### config.mk
export PLATFORM = sky130hd
export DESIGN_NAME = reg_bus_master
export DESIGN_NICKNAME = d
export VERILOG_FILES = /design/src/rtl/reg_bus_master.sv
export SDC_FILE = /design/constraint.sdc
export NUM_CORES = 1
export LEC_CHECK = 0
export ABC_CLOCK_PERIOD_IN_PS = 3300
export BUFFER_PORTS_ARGS = -buffer_cell sky130_fd_sc_hd__buf_4
export CORE_ASPECT_RATIO = 0.7
export CORE_MARGIN = 3
export CORE_UTILIZATION = 30
export DETAILED_ROUTE_END_ITERATION = 10
export HOLD_SLACK_MARGIN = 0.03
export MAX_ROUTING_LAYER = met4
export PLACE_DENSITY_LB_ADDON = 0.12
export SETUP_SLACK_MARGIN = 0.4
export SYNTH_ARGS = -nofsm -noshare
export SYNTH_HDL_FRONTEND = slang
export SYNTH_SLANG_ARGS = --single-unit
### constraint.sdc
create_clock -name CLK -period 3.3 [get_ports CLK]
set_input_delay 0.66 -clock CLK [delete_from_list [all_inputs] [get_ports CLK]]
set_output_delay 0.66 -clock CLK [all_outputs]
set_load 0.01 [all_outputs]
### src/rtl/reg_bus_master.sv
// Register-file bus initiator: turns READ/WRITE/CLEAR requests into W/ON/ADDR/DATA_IN
// sequences and returns read data or status on a response channel.
module reg_bus_master #(
  parameter int word_size   = 16,
  parameter int memory_size = 4
) (
  input  logic                 CLK,
  input  logic                 RST,
  input  logic                 REQ_VALID,
  output logic                 REQ_READY,
  input  logic [1:0]           REQ_OP,
  input  logic [word_size-1:0] REQ_ADDR,
  input  logic [word_size-1:0] REQ_DATA,
  output logic                 RSP_VALID,
  input  logic                 RSP_READY,
  output logic [word_size-1:0] RSP_DATA,
  output logic                 RSP_ERR,
  output logic                 REG_W,
  output logic                 REG_ON,
  output logic [word_size-1:0] REG_ADDR,
  output logic [word_size-1:0] REG_DIN,
  input  logic [word_size-1:0] REG_DOUT,
  output logic                 BUSY
);

  // Handshakes: a request transfers on a rising edge with REQ_VALID && REQ_READY, a
  // response transfers on a rising edge with RSP_VALID && RSP_READY; a side holding
  // VALID keeps its payload stable until the transfer edge.

  localparam logic [1:0] OP_READ  = 2'b00;
  localparam logic [1:0] OP_WRITE = 2'b01;
  localparam logic [1:0] OP_CLEAR = 2'b10;

  localparam logic [word_size-1:0] LAST_ADDR = word_size'(memory_size - 1);
  localparam logic [word_size-1:0] ADDR_STEP = word_size'(1);

  typedef enum logic [1:0] {
    ST_IDLE,
    ST_ACCESS,
    ST_CLEAR,
    ST_RESP
  } state_t;

  // Kept as a named register so checkers can bind to it hierarchically.
  state_t state;

  logic req_fire;
  logic req_rw;
  logic req_in_range;

  assign req_fire     = REQ_VALID && REQ_READY;
  assign req_rw       = (REQ_OP == OP_READ) || (REQ_OP == OP_WRITE);
  assign req_in_range = (REQ_ADDR <= LAST_ADDR);

  always_ff @(posedge CLK) begin
    if (RST) begin
      state     <= ST_IDLE;
      REQ_READY <= 1'b1;
      RSP_VALID <= 1'b0;
      RSP_DATA  <= '0;
      RSP_ERR   <= 1'b0;
      REG_W     <= 1'b0;
      REG_ON    <= 1'b0;
      REG_ADDR  <= '0;
      REG_DIN   <= '0;
      BUSY      <= 1'b0;
    end else begin
      unique case (state)
        ST_IDLE: begin
          if (req_fire) begin
            REQ_READY <= 1'b0;
            BUSY      <= 1'b1;
            // The bus registers double as the request latch for the access.
            if (req_rw && req_in_range) begin
              state    <= ST_ACCESS;
              REG_ON   <= 1'b1;
              REG_W    <= (REQ_OP == OP_WRITE);
              REG_ADDR <= REQ_ADDR;
              REG_DIN  <= (REQ_OP == OP_WRITE) ? REQ_DATA : '0;
            end else if (REQ_OP == OP_CLEAR) begin
              state    <= ST_CLEAR;
              REG_ON   <= 1'b1;
              REG_W    <= 1'b1;
              REG_ADDR <= '0;
              REG_DIN  <= '0;
            end else begin
              state     <= ST_RESP;
              RSP_VALID <= 1'b1;
              RSP_ERR   <= 1'b1;
              RSP_DATA  <= '0;
            end
          end
        end

        ST_ACCESS: begin
          state     <= ST_RESP;
          REG_ON    <= 1'b0;
          REG_W     <= 1'b0;
          RSP_DATA  <= REG_W ? '0 : REG_DOUT;
          RSP_ERR   <= 1'b0;
          RSP_VALID <= 1'b1;
        end

        ST_CLEAR: begin
          if (REG_ADDR >= LAST_ADDR) begin
            state     <= ST_RESP;
            REG_ON    <= 1'b0;
            REG_W     <= 1'b0;
            RSP_DATA  <= '0;
            RSP_ERR   <= 1'b0;
            RSP_VALID <= 1'b1;
          end else begin
            REG_ADDR <= REG_ADDR + ADDR_STEP;
          end
        end

        ST_RESP: begin
          if (RSP_READY) begin
            state     <= ST_IDLE;
            RSP_VALID <= 1'b0;
            RSP_DATA  <= '0;
            RSP_ERR   <= 1'b0;
            REQ_READY <= 1'b1;
            BUSY      <= 1'b0;
          end
        end

        default: begin
          state     <= ST_IDLE;
          REQ_READY <= 1'b1;
          RSP_VALID <= 1'b0;
          REG_ON    <= 1'b0;
          REG_W     <= 1'b0;
          BUSY      <= 1'b0;
        end
      endcase
    end
  end

endmodule
==> results.sh <==
export IMPL_layout_nets=446
export IMPL_clock_network_power_share_pct=26.0
export IMPL_grt_util_all_layers_pct=14.5
export IMPL_p_int_mw=1.46
export IMPL_timing_critical_path_fanout_max=7
export IMPL_number_of_clock_sinks_seen_by_cts=56
export IMPL_dr_total_vias=2380
export IMPL_min_path_cells=2
export IMPL_grt_start_max_net_pins=33
export IMPL_worst_r2r_path_depth=7
export IMPL_post_cts_buffers=0
export IMPL_seq_power_share_pct=35.7
export IMPL_setup_repair_after_global_routing_missed_its_margin="false"
export IMPL_grt_remaining_overflow=0
export IMPL_final_min_period_over_clock_period_pct=78.7
export IMPL_timing_setup_tns_ns=0
export IMPL_switching_power_uw=761
export IMPL_timing_slew_headroom_pct=33.3
export IMPL_core_region_area_sq_mm=0.00807
export IMPL_setup_worst_path_start_class="register"
export IMPL_viasPerCell=4.89
export IMPL_timing_final_hold_violations=0
export IMPL_antenna_cells_inserted=0
export IMPL_synth_warning_count=0
export IMPL_swShare_pct=34.2
export IMPL_area_of_the_die_sq_mm=0.00970
export IMPL_hold_buffers=0
export IMPL_max_vdd_ir_drop_mv=0.261
export IMPL_netlist_top_cells_area="sky130_fd_sc_hd__dfxtp_1 (44%), sky130_fd_sc_hd__mux2i_1 (13%), sky130_fd_sc_hd__nand2_1 (11%)"
export IMPL_p_leak_nw=1.56
export IMPL_drv_slew=0
export IMPL_ys_ff_latch=56
export IMPL_ys_seq_area_share_pct=43.8
export IMPL_placed_cell_area_sq_mm=0.00344
export IMPL_yosys_most_used_dff="sky130_fd_sc_hd__dfxtp_1"
export IMPL_gp_congestion=0.786
export IMPL_synth_net_count=341
export IMPL_final_cell_area_sq_mm=0.00360
export IMPL_grt_antenna_before_repair=0
export IMPL_dr_first_iter_drc_count=166
export IMPL_synth_cells=282
export IMPL_crit_arrival_ns=2.83
export IMPL_num_rows=27
export IMPL_setup_viol_count_final=0
export IMPL_worstReg2RegEnd="REG_ADDR[15]"
export IMPL_post_synth_num_cell_types=53
export IMPL_multi_input_comb_area_sq_mm=0.00133
export IMPL_worst_clock_skew_ns=0.00797
export IMPL_hold_path_startpoint="RSP_DATA[5]"
export IMPL_min_to="RSP_DATA[5]"
export IMPL_synth_enable_flop_cells=0
export IMPL_yosys_top_cells_count="sky130_fd_sc_hd__nand2_1 (78), sky130_fd_sc_hd__dfxtp_1 (56), sky130_fd_sc_hd__mux2i_1 (33)"
export IMPL_buffer_ports_inserted=107
export IMPL_drive_gt1_share_pct=33.7
export IMPL_tritoncts_clock_tree="done"
export IMPL_dp_worst_setup_slack_ns=0.565
export IMPL_dr_pass1_iters=4
export IMPL_max_capacitance_violation_count=0
export IMPL_post_cts_resized_instances=0
export IMPL_cts_root_buffer="sky130_fd_sc_hd__clkbuf_16"
export IMPL_path_class="reg -> reg"
export IMPL_synthDominantAreaCellType="sky130_fd_sc_hd__dfxtp_1"
export IMPL_worst_max_slew_pin_slew_ns=0.996
export IMPL_power_per_cell_area_mw_per_mm2=618
export IMPL_worst_endpoint_required_ns=3.54
export IMPL_drt_total_wl_mm=7.11
export IMPL_hold_ws_ns=0.459
export IMPL_post_dp_hpwl_mm=5.29
export IMPL_initial_core_util_pct=31.7
export IMPL_fillCellCount=815
export IMPL_number_of_global_route_vias_before_repair=2213
export IMPL_synth_cell_area_sq_mm=0.00256
export IMPL_synth_most_common_cell="sky130_fd_sc_hd__nand2_1"
export IMPL_boundaryPins=108
export IMPL_post_route_ant_nets=0
export IMPL_hold_path_class="reg -> reg"
export IMPL_share_of_the_synthesized_area_in_the_top_cell_type_pct=43.8
export IMPL_final_period_minus_worst_setup_slack_ns=2.60
export IMPL_synth_async_reset_ratio_pct=0
export IMPL_die_x_um=116
export IMPL_cts_inserted_buffers=5
export IMPL_timing_critical_path_to_type="register"
export IMPL_worst_r2r_setup_slack_ns=0.70
export IMPL_die_height_um=83.3
export IMPL_area_added_between_synthesis_and_finish_pct=40.5
export IMPL_outcome="finished, final reports clean"
export IMPL_post_synth_cell_area_avg_sq_um=9.08
export IMPL_cts_htree_levels=2
export IMPL_p_comb_share_pct=38.3
export IMPL_drc=0
export IMPL_timing_fmax_mhz=385
export IMPL_regToRegStartpoint="state[0]"
export IMPL_clock_insertion_delay_worst_skew_ns=0.29
export IMPL_layout_area_seq_sq_mm=0.00112
export IMPL_cts_buffer_depth=2
export IMPL_route_detailed_wl_per_inst_um=14.6
export IMPL_clkTransAtPathRegs_ns=0.07
export IMPL_final_critical_path_setup_slack_ns=0.704
export IMPL_first_pass_grt_wire_length_mm=11.0
-- sequential cells by signal, indices dropped and copies added, names as in the netlist --
signal     cells
RSP_DATA      16
REG_W          1
RSP_VALID      1
REG_ON         1
RSP_ERR        1
REG_DIN       16
REG_ADDR      16
BUSY           1
REQ_READY      1
state          2
-- metal layers --
| metal | global-route usage (%) | wire length (um) | vias to the layer above |
|---|---|---|---|
| li1 | - | - | 1195 |
| met1 | 21.5 | 3740 | 1102 |
| met2 | 20.0 | 2800 | 79 |
| met3 | 3.35 | 532 | 4 |
| met4 | 2.85 | 40 | 0 |
| met5 | - | 0 | - |
-- cells by family after synthesis --
family,synth area share [%]
AND/OR/NAND/NOR,25.8
flip-flops,43.8
AO/OA/AOI/OAI,10.3
multiplexers,13.3
buffers and inverters,4.35
adder cells (fa/ha/maj),2.44
-- worst max-delay path, stage by stage (launching register included) --
cell                      delay, ns
sky130_fd_sc_hd__dfxtp_1       0.35
sky130_fd_sc_hd__inv_1         0.10
sky130_fd_sc_hd__ha_1          0.26
sky130_fd_sc_hd__nor4b_1       0.52
sky130_fd_sc_hd__a41oi_1       0.42
sky130_fd_sc_hd__or4_1         0.62
sky130_fd_sc_hd__nor3_1        0.16
sky130_fd_sc_hd__o21a_1        0.13
-- area by class of cell --
type | count | area share (%)
Timing Repair Buffer | 111 | 23.1
Clock inverter | 1 | 0.834
Clock buffer | 5 | 3.48
Tap cell | 101 | 3.51
Multi-Input combinational cell | 205 | 37.1
Sequential cell | 56 | 31.1
Inverter | 8 | 0.834
-- power groups by stage --
stage / Combinational (mW) / Clock (mW) / Sequential [mW]
global route: 0.920 / 0.624 / 0.806
finish: 0.852 / 0.579 / 0.795
detailed placement: 0.846 / 0 / 0.809
global placement: 0.845 / 0 / 0.810
floorplan: 0.556 / 0 / 0.819
CTS: 0.848 / 0.594 / 0.795
-- worst max-delay path by stage --
stage	startpoint	to	slack, ns	cells after the start
2_1_floorplan	REQ_ADDR[6]	REG_ADDR[13]	0.91	5
3_3_place_gp	REQ_ADDR[6]	REG_ADDR[7]	0.64	6
3_5_place_dp	REQ_ADDR[6]	REG_DIN[4]	0.57	7
4_1_cts	state[0]	REG_ADDR[15]	0.76	7
5_1_grt	state[0]	REG_ADDR[15]	0.47	7
6_report	state[0]	REG_ADDR[15]	0.70	7
-- placed cells by master, fill, tap and decap left out, types with 2 or more instances in the layout --
cell and count:
sky130_fd_sc_hd__inv_1 8, sky130_fd_sc_hd__dfxtp_1 56, sky130_fd_sc_hd__mux2i_1 33, sky130_fd_sc_hd__nor2b_1 3
sky130_fd_sc_hd__or4_1 4, sky130_fd_sc_hd__nand3_1 2, sky130_fd_sc_hd__and2_1 7, sky130_fd_sc_hd__ha_1 5
sky130_fd_sc_hd__o21a_1 6, sky130_fd_sc_hd__nor4_1 5, sky130_fd_sc_hd__and3_1 5, sky130_fd_sc_hd__or4_4 2
sky130_fd_sc_hd__or3_1 3, sky130_fd_sc_hd__clkbuf_16 5, sky130_fd_sc_hd__a31oi_1 3, sky130_fd_sc_hd__nor3_1 5
sky130_fd_sc_hd__a21oi_1 6, sky130_fd_sc_hd__nor2_1 4, sky130_fd_sc_hd__buf_4 111, sky130_fd_sc_hd__nand4_1 4
sky130_fd_sc_hd__nand2_1 78, sky130_fd_sc_hd__a21oi_2 2
-- stage by stage --
step	instances	utilization (%)	power [mW]
global placement	481	42.7	1.65
global route	487	44.6	2.35
floorplan	282	-	1.37
CTS	487	44.6	2.24
detailed placement	481	42.7	1.65
finish	487	44.6	2.23
(Power assumes the default switching activity.)
